File: config.mk
export PLATFORM = sky130hd
export DESIGN_NAME = downscale_sequencer_flat
export DESIGN_NICKNAME = d
export VERILOG_FILES = /design/src/rtl/downscale_sequencer_if.sv /design/src/rtl/downscale_sequencer.sv /design/src/flat_wrapper.sv
export SDC_FILE = /design/constraint.sdc
export NUM_CORES = 1
export LEC_CHECK = 0
export BUFFER_PORTS_ARGS = -buffer_cell sky130_fd_sc_hd__clkbuf_2
export CORE_MARGIN = 4
export CORE_UTILIZATION = 35
export DETAILED_ROUTE_END_ITERATION = 6
export HOLD_SLACK_MARGIN = 0.02
export PLACE_DENSITY = 0.57
export SLEW_MARGIN = 20
export SYNTH_ARGS = -nofsm -noshare
export SYNTH_HDL_FRONTEND = slang
export SYNTH_SLANG_ARGS = --single-unit
export TNS_END_PERCENT = 5
File: constraint.sdc
create_clock -name clk -period 6.4 [get_ports clk]
set_input_delay 1.28 -clock clk [delete_from_list [all_inputs] [get_ports clk]]
set_output_delay 1.28 -clock clk [all_outputs]
set_load 0.02 [all_outputs]
File: src/rtl/downscale_sequencer_if.sv
`default_nettype none
// ============================================================================
// Module   : downscale_sequencer_if
// Function : Control, issue-handshake and status bundle of the bilinear
//            downscaler control sequencer.
// Revision : 1.0 - initial release
// ============================================================================
interface downscale_sequencer_if #(
  parameter int LANES   = 4,
  parameter int COORD_W = 10
);
  logic                 start_proc_pulse;
  logic [COORD_W-1:0]   out_w;
  logic [COORD_W-1:0]   out_h;
  logic                 step_mode;
  logic                 step_pulse;
  logic                 abort;
  logic                 issue_ready;
  logic                 issue_valid;
  logic [COORD_W-1:0]   issue_x;
  logic [COORD_W-1:0]   issue_y;
  logic [LANES-1:0]     lane_mask;
  logic                 busy;
  logic                 done;
  logic                 aborted;
  logic [2*COORD_W-1:0] groups_done;
  logic [31:0]          stall_cycles;

  modport master (
    input  start_proc_pulse, out_w, out_h, step_mode, step_pulse, abort, issue_ready,
    output issue_valid, issue_x, issue_y, lane_mask, busy, done, aborted,
           groups_done, stall_cycles
  );

  modport slave (
    output start_proc_pulse, out_w, out_h, step_mode, step_pulse, abort, issue_ready,
    input  issue_valid, issue_x, issue_y, lane_mask, busy, done, aborted,
           groups_done, stall_cycles
  );
endinterface
`default_nettype wire

File: src/rtl/downscale_sequencer.sv
`default_nettype none
// ============================================================================
// Module   : downscale_sequencer
// Function : Raster-order output-pixel group issuer for the parallel bilinear
//            downscaler, with free-run, single-step, abort and backpressure.
//            Define DSEQ_PERF_EN to build the stall_cycles counter.
// Revision : 1.0 - initial release
// ============================================================================
module downscale_sequencer #(
  parameter int LANES       = 4,
  parameter int COORD_W     = 10,
  parameter int SYNC_STAGES = 2
) (
  input  logic                  clk,
  input  logic                  aclr,
  downscale_sequencer_if.master bus
);
  localparam int            XW        = COORD_W + 5;
  localparam int            GW        = 2 * COORD_W;
  localparam logic [XW-1:0] LANES_X   = XW'(LANES);
  localparam logic [GW-1:0] GROUP_ONE = GW'(1);

  typedef enum logic [1:0] {
    S_IDLE = 2'd0,
    S_RUN  = 2'd1,
    S_DONE = 2'd2
  } state_t;

  state_t                 state_q;
  logic [SYNC_STAGES-1:0] sync_q;
  logic [SYNC_STAGES-1:0] primed_q;
  logic                   start_prev_q;
  logic                   start_edge_q;
  logic                   step_prev_q;
  logic                   credit_q;
  logic [COORD_W-1:0]     w_q, h_q, x_q, y_q;
  logic [LANES-1:0]       mask_q;
  logic                   busy_q, done_q, aborted_q;
  logic [GW-1:0]          groups_q;

  logic                   start_lvl;
  logic                   step_edge;
  logic                   issue_valid;
  logic                   xfer;
  logic                   row_more;
  logic                   last_row;
  logic                   credit_d;
  logic [GW-1:0]          groups_d;
  logic [XW-1:0]          x_adv;

  function automatic logic [LANES-1:0] mask_for(input logic [COORD_W-1:0] x,
                                                input logic [COORD_W-1:0] w);
    logic [LANES-1:0] m;
    m = '0;
    for (int i = 0; i < LANES; i++) begin
      m[i] = (({5'b0, x} + XW'(i)) < {5'b0, w});
    end
    return m;
  endfunction

  assign start_lvl   = sync_q[SYNC_STAGES-1];
  assign step_edge   = bus.step_pulse & ~step_prev_q;
  assign issue_valid = (state_q == S_RUN) & (~bus.step_mode | credit_q);
  assign xfer        = issue_valid & bus.issue_ready;
  assign x_adv       = {5'b0, x_q} + LANES_X;
  assign row_more    = (x_adv < {5'b0, w_q});
  assign last_row    = (({1'b0, y_q} + (COORD_W+1)'(1)) == {1'b0, h_q});
  assign groups_d    = xfer ? (groups_q + GROUP_ONE) : groups_q;

  // A fresh edge wins over a consuming transfer; extra edges saturate.
  always_comb begin
    credit_d = credit_q;
    if (step_edge) begin
      credit_d = 1'b1;
    end else if (xfer && bus.step_mode) begin
      credit_d = 1'b0;
    end
  end

  // start_prev_q resets high and only tracks once the chain holds real samples,
  // so a start level held across reset must fall and rise again to launch a run.
  always_ff @(posedge clk or posedge aclr) begin
    if (aclr) begin
      sync_q       <= '0;
      primed_q     <= '0;
      start_prev_q <= 1'b1;
      start_edge_q <= 1'b0;
      step_prev_q  <= 1'b0;
    end else begin
      sync_q       <= {sync_q[SYNC_STAGES-2:0], bus.start_proc_pulse};
      primed_q     <= {primed_q[SYNC_STAGES-2:0], 1'b1};
      if (primed_q[SYNC_STAGES-1]) begin
        start_prev_q <= start_lvl;
      end
      start_edge_q <= start_lvl & ~start_prev_q;
      step_prev_q  <= bus.step_pulse;
    end
  end

  always_ff @(posedge clk or posedge aclr) begin
    if (aclr) begin
      state_q   <= S_IDLE;
      credit_q  <= 1'b0;
      w_q       <= '0;
      h_q       <= '0;
      x_q       <= '0;
      y_q       <= '0;
      mask_q    <= '0;
      busy_q    <= 1'b0;
      done_q    <= 1'b0;
      aborted_q <= 1'b0;
      groups_q  <= '0;
    end else begin
      done_q    <= 1'b0;
      aborted_q <= 1'b0;
      credit_q  <= credit_d;
      case (state_q)
        S_IDLE: begin
          if (start_edge_q) begin
            w_q      <= bus.out_w;
            h_q      <= bus.out_h;
            x_q      <= '0;
            y_q      <= '0;
            groups_q <= '0;
            credit_q <= 1'b0;
            mask_q   <= mask_for('0, bus.out_w);
            if ((bus.out_w == '0) || (bus.out_h == '0)) begin
              state_q <= S_DONE;
              done_q  <= 1'b1;
            end else begin
              state_q <= S_RUN;
              busy_q  <= 1'b1;
            end
          end
        end
        S_RUN: begin
          groups_q <= groups_d;
          if (bus.abort) begin
            state_q   <= S_IDLE;
            busy_q    <= 1'b0;
            aborted_q <= 1'b1;
          end else if (xfer) begin
            if (row_more) begin
              x_q    <= x_adv[COORD_W-1:0];
              mask_q <= mask_for(x_adv[COORD_W-1:0], w_q);
            end else if (last_row) begin
              state_q <= S_DONE;
              busy_q  <= 1'b0;
              done_q  <= 1'b1;
            end else begin
              x_q    <= '0;
              y_q    <= y_q + COORD_W'(1);
              mask_q <= mask_for('0, w_q);
            end
          end
        end
        S_DONE: begin
          if (!start_lvl) begin
            state_q <= S_IDLE;
          end
        end
        default: begin
          state_q <= S_IDLE;
        end
      endcase
    end
  end

  assign bus.issue_valid = issue_valid;
  assign bus.issue_x     = x_q;
  assign bus.issue_y     = y_q;
  assign bus.lane_mask   = mask_q;
  assign bus.busy        = busy_q;
  assign bus.done        = done_q;
  assign bus.aborted     = aborted_q;
  assign bus.groups_done = groups_q;

`ifdef DSEQ_PERF_EN
  logic [31:0] stall_q;

  always_ff @(posedge clk or posedge aclr) begin
    if (aclr) begin
      stall_q <= '0;
    end else if ((state_q == S_IDLE) && start_edge_q) begin
      stall_q <= '0;
    end else if (issue_valid && !bus.issue_ready && (stall_q != '1)) begin
      stall_q <= stall_q + 32'd1;
    end
  end

  assign bus.stall_cycles = stall_q;
`else
  assign bus.stall_cycles = 32'd0;
`endif

endmodule
`default_nettype wire

File: src/flat_wrapper.sv
// flat-port wrapper written by rule: the top's interface ports become plain ports
module downscale_sequencer_flat 
#(
  parameter int LANES       = 4,
  parameter int COORD_W     = 10,
  parameter int SYNC_STAGES = 2
)
  (clk, aclr, bus_start_proc_pulse, bus_out_w, bus_out_h, bus_step_mode, bus_step_pulse, bus_abort, bus_issue_ready, bus_issue_valid, bus_issue_x, bus_issue_y, bus_lane_mask, bus_busy, bus_done, bus_aborted, bus_groups_done, bus_stall_cycles);
  downscale_sequencer_if #(.LANES(LANES), .COORD_W(COORD_W)) bus_i ();
  input  logic clk;
  input  logic aclr;
  input wire logic [$bits(bus_i.start_proc_pulse)-1:0] bus_start_proc_pulse;
  input wire logic [$bits(bus_i.out_w)-1:0] bus_out_w;
  input wire logic [$bits(bus_i.out_h)-1:0] bus_out_h;
  input wire logic [$bits(bus_i.step_mode)-1:0] bus_step_mode;
  input wire logic [$bits(bus_i.step_pulse)-1:0] bus_step_pulse;
  input wire logic [$bits(bus_i.abort)-1:0] bus_abort;
  input wire logic [$bits(bus_i.issue_ready)-1:0] bus_issue_ready;
  output wire logic [$bits(bus_i.issue_valid)-1:0] bus_issue_valid;
  output wire logic [$bits(bus_i.issue_x)-1:0] bus_issue_x;
  output wire logic [$bits(bus_i.issue_y)-1:0] bus_issue_y;
  output wire logic [$bits(bus_i.lane_mask)-1:0] bus_lane_mask;
  output wire logic [$bits(bus_i.busy)-1:0] bus_busy;
  output wire logic [$bits(bus_i.done)-1:0] bus_done;
  output wire logic [$bits(bus_i.aborted)-1:0] bus_aborted;
  output wire logic [$bits(bus_i.groups_done)-1:0] bus_groups_done;
  output wire logic [$bits(bus_i.stall_cycles)-1:0] bus_stall_cycles;
  assign bus_i.start_proc_pulse = bus_start_proc_pulse;
  assign bus_i.out_w = bus_out_w;
  assign bus_i.out_h = bus_out_h;
  assign bus_i.step_mode = bus_step_mode;
  assign bus_i.step_pulse = bus_step_pulse;
  assign bus_i.abort = bus_abort;
  assign bus_i.issue_ready = bus_issue_ready;
  assign bus_issue_valid = bus_i.issue_valid;
  assign bus_issue_x = bus_i.issue_x;
  assign bus_issue_y = bus_i.issue_y;
  assign bus_lane_mask = bus_i.lane_mask;
  assign bus_busy = bus_i.busy;
  assign bus_done = bus_i.done;
  assign bus_aborted = bus_i.aborted;
  assign bus_groups_done = bus_i.groups_done;
  assign bus_stall_cycles = bus_i.stall_cycles;
  downscale_sequencer #(.LANES(LANES), .COORD_W(COORD_W), .SYNC_STAGES(SYNC_STAGES)) u_core (.clk(clk), .aclr(aclr), .bus(bus_i));
endmodule
* Yosys cells after proc, flatten, opt, wreduce, memory -nomap -nowiden
Index checks and enable logic that the tools add are counted.
Cells by class: add/sub/neg operators 7, magnitude comparators 13, equal/unequal tests 14, multiplexer cells 48, bitwise gates (word level) 8, reductions and logical operators 12
Operators by type and width (count):
- 2-to-1 mux 10 bit | 9
- < comparator 15 x 10 -> 1 bit | 4
- < comparator 1 x 10 -> 1 bit, first input constant | 4
- < comparator 2 x 10 -> 1 bit, first input constant | 4
- 2-to-1 mux 20 bit | 2
- case mux 10 bit (2 select lines) | 2
- case mux 20 bit (2 select lines) | 1
- adder 10 x 1 -> 11 bit, second input constant | 2
- adder 10 x 2 -> 11 bit, second input constant | 2
- adder 20 x 1 -> 20 bit, second input constant | 1
- logical NOT 10 bit | 2
- 2-to-1 mux 4 bit | 5
- 2-to-1 mux 1 bit | 18
- 2-to-1 mux 2 bit | 7
- AND reduction 6 bit | 2
- adder 10 x 3 -> 11 bit, second input constant | 1
- == test 11 x 10 -> 1 bit | 1
- adder 10 x 1 -> 10 bit, second input constant | 1
- < comparator 10 bit | 1
- != test 2 bit, second input constant | 5
- AND reduction 5 bit | 2
- != test 3 x 2 -> 1 bit, second input constant | 3
- case mux 4 bit (2 select lines) | 1
- case mux 2 bit (3 select lines) | 1
- 14 further kinds | 21
Storage, ports and cells: flip-flop bits (word level) 77, input bits 27, word-level logic and storage cells 118

* Depth between registers and ports, before layout
Gate-level depths: netlist (run 1).
word-level depth 9, depth in mapped cells 15, gate-level depth less buffers 12

* Least setup slack after synthesis (run 1)
No wires, ideal clock.
path type flip-flop to flip-flop, from register u_core.x_q[2], in the netlist u_core.bus.issue_x[2], to register u_core.mask_q[3], in the netlist u_core.bus.lane_mask[3], library setup time 0.125 ns, arrival time 3.523 ns, slack 2.752 ns, cell stages (with the launch flop) 15, path buffers 2, cell sequence dfrtp_1 -> ha_1 -> nand3_1 -> or2_2 -> clkbuf_1 -> xnor2_1 -> ha_1 -> a21oi_1 -> o22ai_1 -> or3_1 -> a21oi_1 -> clkbuf_1 -> o311ai_0 -> and3_1 -> mux2_4
Between the ends: longest elaborated chain between the ends 7, elaborated cells on any way between the ends 10, classes of those cells add/sub (2); order compare (2); eq/ne (1); mux (4); reduce/logical (1)
Ends and longest elaborated chain:
- from (decl) | line downscale_sequencer.sv:36 | logic [COORD_W-1:0] w_q, h_q, x_q, y_q;
- from (signal assigned) | line downscale_sequencer.sv:144 | x_q <= x_adv[COORD_W-1:0];
- adder 10 x 3 -> 11 bit * | line downscale_sequencer.sv:65 | assign x_adv = {5'b0, x_q} + LANES_X;
- adder 10 x 2 -> 11 bit | line downscale_sequencer.sv:56 | m[i] = (({5'b0, x} + XW'(i)) < {5'b0, w});
- < comparator 15 x 10 -> 1 bit | line downscale_sequencer.sv:56
- 2-to-1 mux 4 bit | line downscale_sequencer.sv:143 | if (row_more) begin
- 2-to-1 mux 4 bit | line downscale_sequencer.sv:142 | end else if (xfer) begin
- 2-to-1 mux 4 bit | line downscale_sequencer.sv:138 | if (bus.abort) begin
- case mux 4 bit (2 select lines) | line downscale_sequencer.sv:117 | case (state_q)
- to (signal assigned) | line downscale_sequencer.sv:126 | mask_q <= mask_for('0, bus.out_w);
- to (signal assigned) | line downscale_sequencer.sv:145 | mask_q <= mask_for(x_adv[COORD_W-1:0], w_q);
- to (signal assigned) | line downscale_sequencer.sv:153 | mask_q <= mask_for('0, w_q);
- to (decl) | line downscale_sequencer.sv:37 | logic [LANES-1:0] mask_q;
Mark *: on every way between the ends. The rest lies on a longest branch, timed or not. The select of a mux whose other input is x is not followed. A chain may end at the register's enable or synchronous reset.

* Worst setup path after layout (run 1)
from register u_core.x_q[2], in the netlist u_core.bus.issue_x[2], to register u_core.x_q[2], in the netlist u_core.bus.issue_x[2]
Between the ends: longest elaborated chain between the ends 6, elaborated cells on any way between the ends 8, classes of those cells add/sub (1); order compare (1); eq/ne (1); mux (4); reduce/logical (1)
Ends and longest elaborated chain:
- adder 10 x 3 -> 11 bit * | line downscale_sequencer.sv:65
- < comparator 15 x 10 -> 1 bit | line downscale_sequencer.sv:66 | assign row_more = (x_adv < {5'b0, w_q});
- 2-to-1 mux 10 bit | line downscale_sequencer.sv:143
- 2-to-1 mux 10 bit | line downscale_sequencer.sv:142
- 2-to-1 mux 10 bit | line downscale_sequencer.sv:138
- case mux 10 bit (2 select lines) | line downscale_sequencer.sv:117
Marked as above.

==> results of run 1 <==
-- worst max-delay path by stage --
stage                                           start                             endpoint
detailed placement  u_core.bus.issue_x[2]$_DFFE_PP0P_  u_core.bus.lane_mask[3]$_DFFE_PP0P_
floorplan           u_core.bus.issue_x[2]$_DFFE_PP0P_  u_core.bus.lane_mask[3]$_DFFE_PP0P_
CTS                 u_core.bus.issue_x[2]$_DFFE_PP0P_  u_core.bus.lane_mask[3]$_DFFE_PP0P_
finish              u_core.bus.issue_x[2]$_DFFE_PP0P_    u_core.bus.issue_x[2]$_DFFE_PP0P_
global route        u_core.bus.issue_x[2]$_DFFE_PP0P_  u_core.bus.lane_mask[3]$_DFFE_PP0P_
global placement    u_core.bus.issue_x[2]$_DFFE_PP0P_    u_core.bus.issue_x[2]$_DFFE_PP0P_
-- layout make-up --
type	count	area (sq um)	share of cell area, %
multi-input combinational	422	2680	47.8
sequential	75	1880	33.5
timing repair buffer	77	418	7.45
clock buffer	11	253	4.50
tap	180	225	4.01
inverter	25	93.8	1.67
clock inverter	5	60.1	1.07
-- flip-flops by register name, summed over array words and instances, names as in the netlist, 4 cells and up --
name                    cells
u_core.bus.lane_mask        4
u_core.h_q                 10
u_core.bus.groups_done     20
u_core.bus.issue_y         10
u_core.bus.issue_x          8
u_core.w_q                 10
-- power by group through the flow --
stage | clock, mW | combinational (mW) | sequential, mW
4_1_cts | 0.545 | 0.770 | 0.697
5_1_grt | 0.568 | 0.865 | 0.717
6_report | 0.534 | 0.769 | 0.701
3_5_place_dp | 0 | 0.764 | 0.705
3_3_place_gp | 0 | 0.751 | 0.702
2_1_floorplan | 0 | 0.571 | 0.694
-- stage by stage --
step | util (%) | hold WS [ns] | power [mW]
floorplan | - | 0.331 | 1.26
global placement | 38.1 | 0.334 | 1.45
detailed placement | 38.1 | 0.336 | 1.47
CTS | 40.4 | 0.345 | 2.01
global route | 40.6 | 0.357 | 2.15
finish | 40.6 | 0.340 | 2.00
-- cell families (layout without fill, tap and decap cells) --
group	Yosys count	in the layout	synth area share [%]
xor gates and xnor gates	41	41	7.47
and+or+nand+nor	213	213	21.5
adders and majority gates	25	25	6.37
DFF	75	75	38.3
AOI/OAI and AO/OA	101	101	14.7
muxes	7	7	1.78
buffers and inverters	85	118	9.74
other	2	35	0.153
-- metal layers --
metal	share of wire, %	vias up	global-route usage, %
met1	46	1964	20.6
met4	1.3	0	5.55
li1	-	1987	-
met2	48	106	25.6
met5	0	-	0
met3	4.9	12	3.24
-- placed cells by master (no fill, tap or decap), types with 5 or more instances in the layout --
| cell type | count |
|---|---|
| o311ai_0 | 6 |
| nor2_1 | 40 |
| nand3_1 | 18 |
| and2_1 | 5 |
| clkbuf_16 | 9 |
| nand2_1 | 80 |
| or3_1 | 10 |
| a21oi_1 | 21 |
| nor4_1 | 8 |
| xnor2_1 | 24 |
| o211ai_1 | 8 |
| ha_1 | 25 |
| inv_1 | 24 |
| clkbuf_2 | 72 |
| nor3_1 | 10 |
| o21ai_0 | 22 |
| and3_1 | 5 |
| nand4_1 | 8 |
| xor2_1 | 16 |
| dfrtp_1 | 74 |
| conb_1 | 35 |
-- worst register-to-register path, stage by stage (launching register included) --
cell     delay [ns]
dfrtp_1        0.49
and3_1         0.20
nand3_1        0.26
nor2_1         0.46
xor2_1         0.25
ha_1           0.28
nand3_1        0.10
o22ai_1        0.08
or3_1          0.31
a21oi_1        0.14
buf_4          0.28
and3_1         0.35
nor2_1         0.07
a31oi_1        0.26
==> results.json, run 1 <==
{
  "p_leak_nw": 2.64,
  "p_seq_share_pct": 35.0,
  "fin_crit_ns": 3.65,
  "die_w_microns": 126,
  "die_h_microns": 126,
  "rsz0062_at_grt": "false",
  "port_buffers": 72,
  "synth_cell_type_count": 69,
  "synthTopCellsByArea": "dfrtp_1 (38%), ha_1 (6.4%), nand2_1 (6.1%)",
  "drtIter0Drc": 259,
  "synth_top_area_share_pct": 37.7,
  "postRouteAntennaNets": 0,
  "cts_tree": "done",
  "cp_top_family": "simple AND/OR/NAND/NOR gates",
  "worst-setup-path-type": "flip-flop to flip-flop",
  "ios": 107,
  "power_frac_clock_pct": 26.7,
  "finalHoldViolCount": 0,
  "path_clk_slew_ns": 0.06,
  "post_cts_buffers": 0,
  "cp.buffers_inverters": 1,
  "reg2reg_depth": 13,
  "synth.avg_cell_area_sq_um": 8.94,
  "die_area_sq_mm": 0.0160,
  "ys_ff_latch": 75,
  "synth_edf_count": 0,
  "vias_per_cell": 5.12,
  "detailedRoute.firstPassIterationCount": 5,
  "htree_levels": 3,
  "diodes": 0,
  "syn_inst": 549,
  "grt_pass1_vias": 4026,
  "ys.flop_type": "dfrtp_1",
  "hpwl_mm": 9.17,
  "status": "finished, final reports clean",
  "dp.cells": 778,
  "worstReg2RegEnd": "u_core.bus.issue_x[2]$_DFFE_PP0P_",
  "finalMaxSlewViolations": 0,
  "fillCellCount": 1394,
  "cp.required_ns": 6.63,
  "start_util_pct": 35.5,
  "syn2layout_area_growth_pct": 14.3,
  "finalSetupTns_ns": 0,
  "setup_viol": 0,
  "drc": 0,
  "cp_slowest_stage_delay_ns": 0.49,
  "grt_max_degree": 76,
  "synth_common_cells": "nand2_1 (80), dfrtp_1 (74), nor2_1 (41)",
  "synth_most_common_cell": "nand2_1",
  "coreArea_sq_mm": 0.0138,
  "place_congestion": 0.840,
  "std_cell_rows": 43,
  "start_kind": "flip-flop",
  "crit_chain": "and3_1 -> nand3_1 -> nor2_1 -> xor2_1 -> ha_1 -> nand3_1 -> o22ai_1 -> or3_1 -> a21oi_1 -> buf_4 -> and3_1 -> nor2_1 -> a31oi_1",
  "reg2reg_from": "u_core.bus.issue_x[2]$_DFFE_PP0P_",
  "cellPowerDensity_mw_per_mm2": 357,
  "grt_pass1_wl_mm": 20.5,
  "track_usage_pct": 15.6,
  "cp.arrival_ns": 3.88,
  "ir_worst_vdd_mv": 0.167,
  "intPower_mw": 1.18,
  "cts_resized": 0,
  "drive_above_1_share_pct": 19.8,
  "max_slew_margin_pct": 29.2,
  "ctsHoldBuffers": 0,
  "place_ws_ns": 2.78,
  "synth_top_cell_by_area": "dfrtp_1",
  "slowest_stage": "dfrtp_1",
  "skew_ns": 0.00600,
  "nets": 662,
  "finalWorstSetupSlack_ns": 2.75,
  "cp.depth": 13,
  "drv_cap": 0,
  "cp-end-kind": "flip-flop",
  "comb_power_share_pct": 38.4,
  "fmax_mhz": 274,
  "min_from": "u_core.sync_q[0]$_DFF_PP0_",
  "netlist_area_sq_mm": 0.00491,
  "hold_path.class": "flip-flop to flip-flop",
  "synthArstFlopShare_pct": 100,
  "final_area_sq_mm": 0.00561,
  "grt_overflow": 0,
  "ys_warn_count": 0,
  "min_to": "u_core.sync_q[1]$_DFF_PP0_",
  "worst_pin_slew_ns": 1.06,
  "reg2reg_slack_ns": 2.75,
  "clock-sinks": 75,
  "antenna_found_initial": 0,
  "avgRoutedWirePerCell_microns": 15.5,
  "p_switching_mw": 0.822,
  "routed_wl_mm": 12.3,
  "dpl_cell_area_sq_mm": 0.00527,
  "worstSkewPairLatency_ns": 0.34,
  "cts_root_buffer": "clkbuf_16",
  "yosysSeqAreaShare_pct": 38.3,
  "hold_depth": 0,
  "cp_max_fo": 23,
  "cts_buffers": 9,
  "stdcell_count": 795,
  "swShare_pct": 41.0,
  "vias": 4069,
  "clockBufferDepth": 2,
  "period_share_pct": 57.0
}
No activity file was read; power rests on OpenSTA's default activity.
==> run 2, diff against run 1 <==
Settings changed: PLACE_DENSITY 0.57 to 0.6.
Clock period 6.4 ns to 3.15 ns, I/O delays scaled along.
==> run 2 against run 1 <==
Effect of this change:
- routed wire length grew 0.24%
- clock-buffer cell count shrank 1
- combinational power grew 110%
- final cell count grew 1.8%
- largest cell class unchanged
- sequential cell count is the same
- largest power group unchanged
- power grew 100%
- sequential power grew 100%
- clock power grew 80%
- via count grew 0.71%
- hold slack gained 0.0033 ns
==> results.json, run 2 (same netlist as run 1, synthesis figures left out) <==
{
  "ios": 107,
  "status": "finished, final reports clean",
  "whs_ns": 0.344,
  "antenna_found_initial": 0,
  "detailedRoute.firstPassIterationCount": 4,
  "cp.arrival_ns": 3.25,
  "setup_viol": 0,
  "vias_per_cell": 5.07,
  "total_power_mw": 4.01,
  "syn2layout_area_growth_pct": 17.0,
  "rsz0062_at_grt": "true",
  "wl_met3_microns": 812,
  "dr.max_layer_used": "met4",
  "p_switching_mw": 1.68,
  "die_w_microns": 126,
  "drc": 0,
  "drtIter0Drc": 220,
  "hpwl_mm": 9.50,
  "fmax_mhz": 331,
  "coreArea_sq_mm": 0.0138,
  "die_area_sq_mm": 0.0160,
  "htree_levels": 3,
  "p_seq_share_pct": 35.1,
  "final_cell_mix": "nand2_1 (80), clkbuf_2 (72), dfrtp_1 (69)",
  "clock-sinks": 75,
  "cellPowerDensity_mw_per_mm2": 698,
  "finalSetupTns_ns": 0,
  "start_kind": "flip-flop",
  "place_congestion": 0.892,
  "final_common_cell": "nand2_1",
  "grt_pass1_vias": 3934,
  "skew_ns": 0.00973,
  "ir_worst_vdd_mv": 0.368,
  "hold_path.class": "flip-flop to flip-flop",
  "nets": 676,
  "track_usage_pct": 15.7,
  "drt-met1-wl_mm": 5.52,
  "clockBufferDepth": 2,
  "port_buffers": 72,
  "largest_reg_flops": 20,
  "period_share_pct": 96.0,
  "final_area_sq_mm": 0.00574,
  "avgRoutedWirePerCell_microns": 15.3,
  "max_slew_margin_pct": 52.6,
  "path_clk_slew_ns": 0.06,
  "die_h_microns": 126,
  "worst_pin_slew_ns": 0.708,
  "post_cts_buffers": 0,
  "power_frac_clock_pct": 24.0,
  "cts_tree": "done",
  "fin_crit_ns": 3.02,
  "ctsHoldBuffers": 0,
  "finalMaxSlewViolations": 0,
  "cts_buffers": 9,
  "std_cell_rows": 43,
  "drive_above_1_share_pct": 23.4,
  "start_util_pct": 35.5,
  "wl_met2_mm": 5.80,
  "finalHoldViolCount": 0,
  "grt_max_degree": 32,
  "worst-setup-path-type": "flip-flop to flip-flop",
  "comb_power_share_pct": 40.9,
  "worstSkewPairLatency_ns": 0.35,
  "cts_root_buffer": "clkbuf_16",
  "drv_cap": 0,
  "cp_max_fo": 23,
  "intPower_mw": 2.33,
  "vias": 4098,
  "cp-end-kind": "flip-flop",
  "cp.required_ns": 3.38,
  "postRouteAntennaNets": 0,
  "p_leak_nw": 2.69,
  "diodes": 0,
  "grt_pass1_wl_mm": 20.2,
  "routed_wl_mm": 12.4,
  "utilization_pct": 41.5,
  "dpl_cell_area_sq_mm": 0.00546,
  "swShare_pct": 41.9,
  "grt_overflow": 0
}
==> run 2: cell count changes in the layout (fill, tap and decap cells not counted), sizes merged <==
cell / change
inv: +1
bufinv: -1
buf: +14
clkinvlp: +1
clkbuf: -1
==> run 2: layout make-up <==
type,instances,area [sq um]
multi-input cells,422,2730
clock inverters,6,50.0
well taps,180,225
fillers,1366,8090
flip-flops and latches,75,1880
inverters,25,93.8
repair buffers,91,528
clock buffers,10,229
==> run 2: repair_timing <==
item | CTS | global route
endpoints found under the hold margin | 0 | 0
setup endpoints to repair | 0 | 7
resized for setup | 0 | 2
==> run 2: metal layers <==
metal / vias to the layer above / global-route usage, %
li1: 2006 / -
met1: 1936 / 21.0
met2: 142 / 24.3
met3: 14 / 4.42
met4: 0 / 5.68
met5: - / 0
==> run 2: worst max-delay path, cell delays in order (launching register included) <==
cell and delay (ns):
dfrtp_2 0.43, ha_4 0.20, nand3_4 0.09, or2_4 0.27, xnor2_1 0.13, ha_1 0.30, a21oi_1 0.16, o22ai_1 0.08
or3_1 0.38, a21oi_2 0.16, buf_12 0.18, o311ai_1 0.10, and3_1 0.17, mux2_4 0.26
==> run 2: final timing paths <==
kind | from | cells after the start | end | slack [ns]
hold / removal | u_core.primed_q[0]$_DFF_PP0_ | 0 | u_core.primed_q[1]$_DFF_PP0_ | 0.34
min in group asynchronous | aclr | 2 | u_core.bus.groups_done[9]$_DFFE_PP0P_ | 0.35
max in group asynchronous | aclr | 3 | u_core.bus.groups_done[2]$_DFFE_PP0P_ | 2.12
setup reg to reg | u_core.bus.issue_x[2]$_DFFE_PP0P_ | 13 | u_core.bus.lane_mask[3]$_DFFE_PP0P_ | 0.13
setup / recovery | u_core.bus.issue_x[2]$_DFFE_PP0P_ | 13 | u_core.bus.lane_mask[3]$_DFFE_PP0P_ | 0.13
hold reg to reg | u_core.primed_q[0]$_DFF_PP0_ | 0 | u_core.primed_q[1]$_DFF_PP0_ | 0.34
==> run 2: power by group through the flow <==
stage	Clock [mW]	Combinational (mW)	Sequential, mW
floorplan	0	1.17	1.42
global placement	0	1.61	1.41
detailed placement	0	1.63	1.41
CTS	0.997	1.65	1.40
global route	1.04	1.84	1.44
finish	0.962	1.64	1.41
==> run 2: stage by stage <==
step / cells / setup slack, ns
after floorplan: 582 / 0.000601
after global placement: 793 / 0.159
after detailed placement: 793 / 0.105
after CTS: 809 / 0.0910
after global routing: 809 / -0.0101
final: 809 / 0.125
